`src/rtl/fifo_wr_arbiter.sv`:
```
// fifo_wr_arbiter: shares the write port of a single-clock FIFO between
// NREQ producers. The arbiter grants in round-robin order and holds each
// grant for a burst of up to BURST words. It stalls on fifo_full and
// releases the grant early when the owner drops its request.
module fifo_wr_arbiter #(
    parameter int BITS  = 8,
    parameter int NREQ  = 4,
    parameter int BURST = 4
) (
    input  logic                 clk,
    input  logic                 rst,
    input  logic [NREQ-1:0]      req_i,
    input  logic [NREQ*BITS-1:0] req_data_i,
    output logic [NREQ-1:0]      ack_o,
    output logic [NREQ-1:0]      gnt_o,
    output logic                 busy_o,
    input  logic                 fifo_full_i,
    output logic                 fifo_wr_o,
    output logic [BITS-1:0]      fifo_wdata_o
);

    localparam int CW = $clog2(BURST + 1);
    localparam int IW = $clog2(NREQ);

    localparam logic [0:0] ST_IDLE  = 1'b0;
    localparam logic [0:0] ST_GRANT = 1'b1;

    localparam logic [CW-1:0] CNT_LAST  = CW'(BURST - 1);
    localparam logic [IW-1:0] LAST_INIT = IW'(NREQ - 1);

    logic [0:0]      state_q, state_d;
    logic [NREQ-1:0] gnt_q, gnt_d;
    logic [CW-1:0]   cnt_q, cnt_d;
    logic [IW-1:0]   last_q, last_d;

    logic [IW-1:0]   scanIdx;
    logic [IW-1:0]   winner;
    logic [NREQ-1:0] winnerOh;
    logic            anyReq;
    logic            ownerReq;
    logic            ownerAck;
    logic            release_w;

    // Round-robin pick: scan from last+1 and wrap, so the previous owner is tried last.
    always_comb begin
        scanIdx = '0;
        winner  = '0;
        for (int k = NREQ; k >= 1; k--) begin
            scanIdx = IW'((int'(last_q) + k) % NREQ);
            if (req_i[scanIdx]) begin
                winner = scanIdx;
            end
        end
        winnerOh = NREQ'(1) << winner;
        anyReq   = |req_i;
    end

    // Write-side outputs; reset forces the strobes low so no word is lost.
    always_comb begin
        ack_o        = rst ? '0 : (gnt_q & req_i & {NREQ{~fifo_full_i}});
        fifo_wr_o    = |ack_o;
        fifo_wdata_o = '0;
        for (int i = 0; i < NREQ; i++) begin
            if (gnt_q[i]) begin
                fifo_wdata_o = req_data_i[i*BITS +: BITS];
            end
        end
        gnt_o     = gnt_q;
        busy_o    = (state_q == ST_GRANT);
        ownerReq  = |(gnt_q & req_i);
        ownerAck  = |ack_o;
        release_w = (ownerAck && (cnt_q == CNT_LAST)) || !ownerReq;
    end

    // Next-state logic: grant from idle, count burst words, hand over on release.
    always_comb begin
        state_d = state_q;
        gnt_d   = gnt_q;
        cnt_d   = cnt_q;
        last_d  = last_q;
        case (state_q)
            ST_IDLE: begin
                if (anyReq) begin
                    state_d = ST_GRANT;
                    gnt_d   = winnerOh;
                    cnt_d   = '0;
                    last_d  = winner;
                end
            end
            ST_GRANT: begin
                if (ownerAck) begin
                    cnt_d = cnt_q + 1'b1;
                end
                if (release_w) begin
                    cnt_d = '0;
                    if (anyReq) begin
                        gnt_d  = winnerOh;
                        last_d = winner;
                    end else begin
                        state_d = ST_IDLE;
                        gnt_d   = '0;
                    end
                end
            end
            default: begin
                state_d = ST_IDLE;
                gnt_d   = '0;
                cnt_d   = '0;
            end
        endcase
    end

    // State registers with synchronous reset; requester 0 wins the first search.
    always_ff @(posedge clk) begin
        if (rst) begin
            state_q <= ST_IDLE;
            gnt_q   <= '0;
            cnt_q   <= '0;
            last_q  <= LAST_INIT;
        end else begin
            state_q <= state_d;
            gnt_q   <= gnt_d;
            cnt_q   <= cnt_d;
            last_q  <= last_d;
        end
    end

endmodule

```
`config.mk`:
```
export PLATFORM = sky130hd
export DESIGN_NAME = fifo_wr_arbiter
export DESIGN_NICKNAME = d
export VERILOG_FILES = /design/src/rtl/fifo_wr_arbiter.sv
export SDC_FILE = /design/constraint.sdc
export NUM_CORES = 1
export LEC_CHECK = 0
export ABC_AREA = 1
export BUFFER_PORTS_ARGS = -buffer_cell sky130_fd_sc_hd__buf_2
export CORE_MARGIN = 3
export CORE_UTILIZATION = 43
export DETAILED_ROUTE_END_ITERATION = 6
export PLACE_DENSITY_LB_ADDON = 0.05
export SLEW_MARGIN = 15
export SYNTH_ARGS = -nofsm -noshare
export SYNTH_HDL_FRONTEND = slang
export SYNTH_SLANG_ARGS = --single-unit
```
`constraint.sdc`:
```
create_clock -name clk -period 1.8 [get_ports clk]
set_clock_uncertainty 0.05 [all_clocks]
set_input_delay 0.36 -clock clk [delete_from_list [all_inputs] [get_ports clk]]
set_output_delay 0.36 -clock clk [all_outputs]
set_load 0.005 [all_outputs]
```
==> results.md <==
* CTS HTree Levels at 1
* Switching part of the total at 0.501
* Min-delay src: rst
* Crit path capture type: output port
* Max rail drop VDD at 709 µV
* Antenna Nets Post-Route at 0
* Area delta synth->final at 41.8%
* Leak pwr at 0.783 nW
* Status: complete, no violations
* CTS clk-pin slew, worst paths at 50 ps
* Power Density at 1370 nW/µm²
* Port bufs at 56
* Syn_area_per_cell at 5.33 µm²
* Register Area at 206 µm²
* Setup Slack @ Placement at 76.8 ps
* Num CTS Buffers at 3
* I/O Pins at 57
* ANT cells at 0
* Vias in the first global route at 1035
* DIE WIDTH at 52.8 µm
* Detailed placement HPWL at 2.37 mm
* Worst EP arrival at 1290 ps
* Worst r2r src: cnt_q[0]$_SDFFE_PP0P_
* Switch Pwr at 0.918 mW
* Gr ovfl total at 0
* R2r worst-path depth at 9
* Nets@finish at 281
* Die Height at 52.8 µm
* Startpoint types: flip-flop
* Clock power frac at 0.079
* Root Buffer: clkbuf_4
* Vias/cell at 4.80
* Combinational Power Share at 0.709
* Yosys warnings at 0
* Fin. Hold Viols at 0
* Initial Util at 0.467
* Clock Path Buffers at 2
* Via count at 1271
* CP Launch Point: gnt_o[1]$_SDFFE_PP0P_
* Clock tree sinks at 10
* Slew headroom at 0.795
* Routability cong. at 0.814
* Synthesized cell area at 943 µm²
* Cell variety after synth at 22
* Layout cells sized above 1 at 0.349
* Flops & latches, synth at 10
* End of the worst hold path: gnt_o[1]$_SDFFE_PP0P_
* RSZ-0062 raised after global routing: no
* Worst-margin pin slew at 306 ps
* R2r endpoint: cnt_q[0]$_SDFFE_PP0P_
* Worst R2R Setup Slack at 200 ps
* DR iter-0 viols at 21
* Min-Delay Path Class: primary input to flip-flop
* Setup slack after layout at 104 ps
* Worst hold path depth at 2
* Avg WL per Cell at 11.0 µm
* Setup-failing EPs final at 0
* Multi-input combinational cell area at 663 µm²
* Fin crit share at 0.942
* Hold bufs inserted after CTS at 0
* CP max FO at 8
* Gr usage total at 0.202
* Initial antenna violation count at 0
* Worst skew pair latency at 260 ps
* Sequential share of power at 0.212
* Core ar. at 2020 µm²
* Cell Rows at 16
* CTS tree: yes
* Seq/Total Area, Yosys at 0.212
* DR DRC count at 0
* Post-synth net total at 218
* Synth Instances at 177
* Req. time, crit path at 1390 ps
* Final setup TNS at 0 ps
* Die area at 2790 µm²
* DR pass1 iterations at 4
* Int Pwr at 0.914 mW
* Number of max-cap violations at 0
* Minimum clock period at 1700 ps
* Critical setup path kind: flip-flop to output port
* Final count of pins violating max slew at 0
* Largest net degree at the start of global routing at 14
* Fillers at 206
* First-pass GRT wire length at 4.35 mm
* Max Freq at 590 MHz
* WL final at 2.92 mm
[kinds of logic (layout without fill, tap and decap cells)]
kind of cell,Yosys count,in the layout,share of synthesized area
buffers and inverters,26,87,0.107
adder cells (fa/ha/maj),2,2,0.0265
flip-flops,10,10,0.212
AO/OA/AOI/OAI,30,30,0.172
AND/OR/NAND/NOR,109,109,0.481
[cells in the mapped netlist, drive strengths merged]
library cell,n,area [µm²]
clkbuf,3,11.3
a221oi,1,8.76
ha,2,25.0
nand2,76,298
nand3,7,40.0
nor2,22,92.6
nand4,3,18.8
o211ai,1,7.51
buf,1,7.51
o21ai,3,15.0
a21oi,24,124
inv,22,82.6
o31ai,1,7.51
nor3,1,5.00
dfxtp,10,200
[per-stage QoR]
stage                     cells   util  total power [mW]  hold slack [ps]  cell area [µm²]
after floorplan             177      -              1.21              378              943
after global placement      259  0.624              1.58              394             1260
after detailed placement    259  0.624              1.61              417             1260
after CTS                   262  0.636              1.76              330             1280
after global routing        265  0.662              2.04              370             1340
final                       265  0.662              1.83              341             1340
[registers in the layout, indices dropped and copies added, names as in the netlist]
register  count
gnt_o         4
cnt_q         3
last_q        2
busy_o        1
[power groups by stage]
stage / combinational (mW) / clock [mW] / sequential (mW)
floorplan: 0.869 / 0 / 0.337
global placement: 1.20 / 0 / 0.381
detailed placement: 1.23 / 0 / 0.384
CTS: 1.23 / 0.147 / 0.383
global route: 1.48 / 0.154 / 0.404
finish: 1.30 / 0.145 / 0.389
[area by class of cell]
cell class / instances / share of cell area
tap: 27 / 0.0253
sequential: 10 / 0.154
clock buffer: 3 / 0.0168
inverter: 22 / 0.0617
multi-input combinational: 141 / 0.496
timing repair buffer: 62 / 0.246
[placed cells by master (no fill, tap or decap), types with 3 or more instances in the layout]
master and instances:
nand2_1 71, buf_2 56, a21oi_1 22, inv_1 20, nor2_1 19, dfxtp_1 7
nand3_1 6, nand2_2 5, buf_4 5, nand4_1 3, clkbuf_4 3
[routing by layer]
metal,GRT usage,part of all wire
met1,0.285,0.45
met2,0.329,0.50
met3,0.0199,0.039
met4,0.0383,0.0055
met5,0,0
[how the worst max path moves through the flow]
stage	end	slack [ps]
4_1_cts	fifo_wdata_o[5]	20
2_1_floorplan	fifo_wdata_o[6]	200
3_5_place_dp	cnt_q[0]$_SDFFE_PP0P_	80
5_1_grt	fifo_wdata_o[3]	2
3_3_place_gp	cnt_q[0]$_SDFFE_PP0P_	150
6_report	fifo_wdata_o[3]	100
[critical path: stages (launching register included)]
cell and delay (ps):
dfxtp_4 360, nor2_2 110, buf_6 130, nand2_1 50, nand2_1 60, nand2_1 60, a21oi_1 140, buf_2 120
[repair_timing]
action                     CTS  global route
gates cloned                 0             0
setup buffers                0             3
gates resized for setup      1             9
pin swaps                    0             1
setup endpoints to repair    1            12
(Power assumes the default switching activity.)
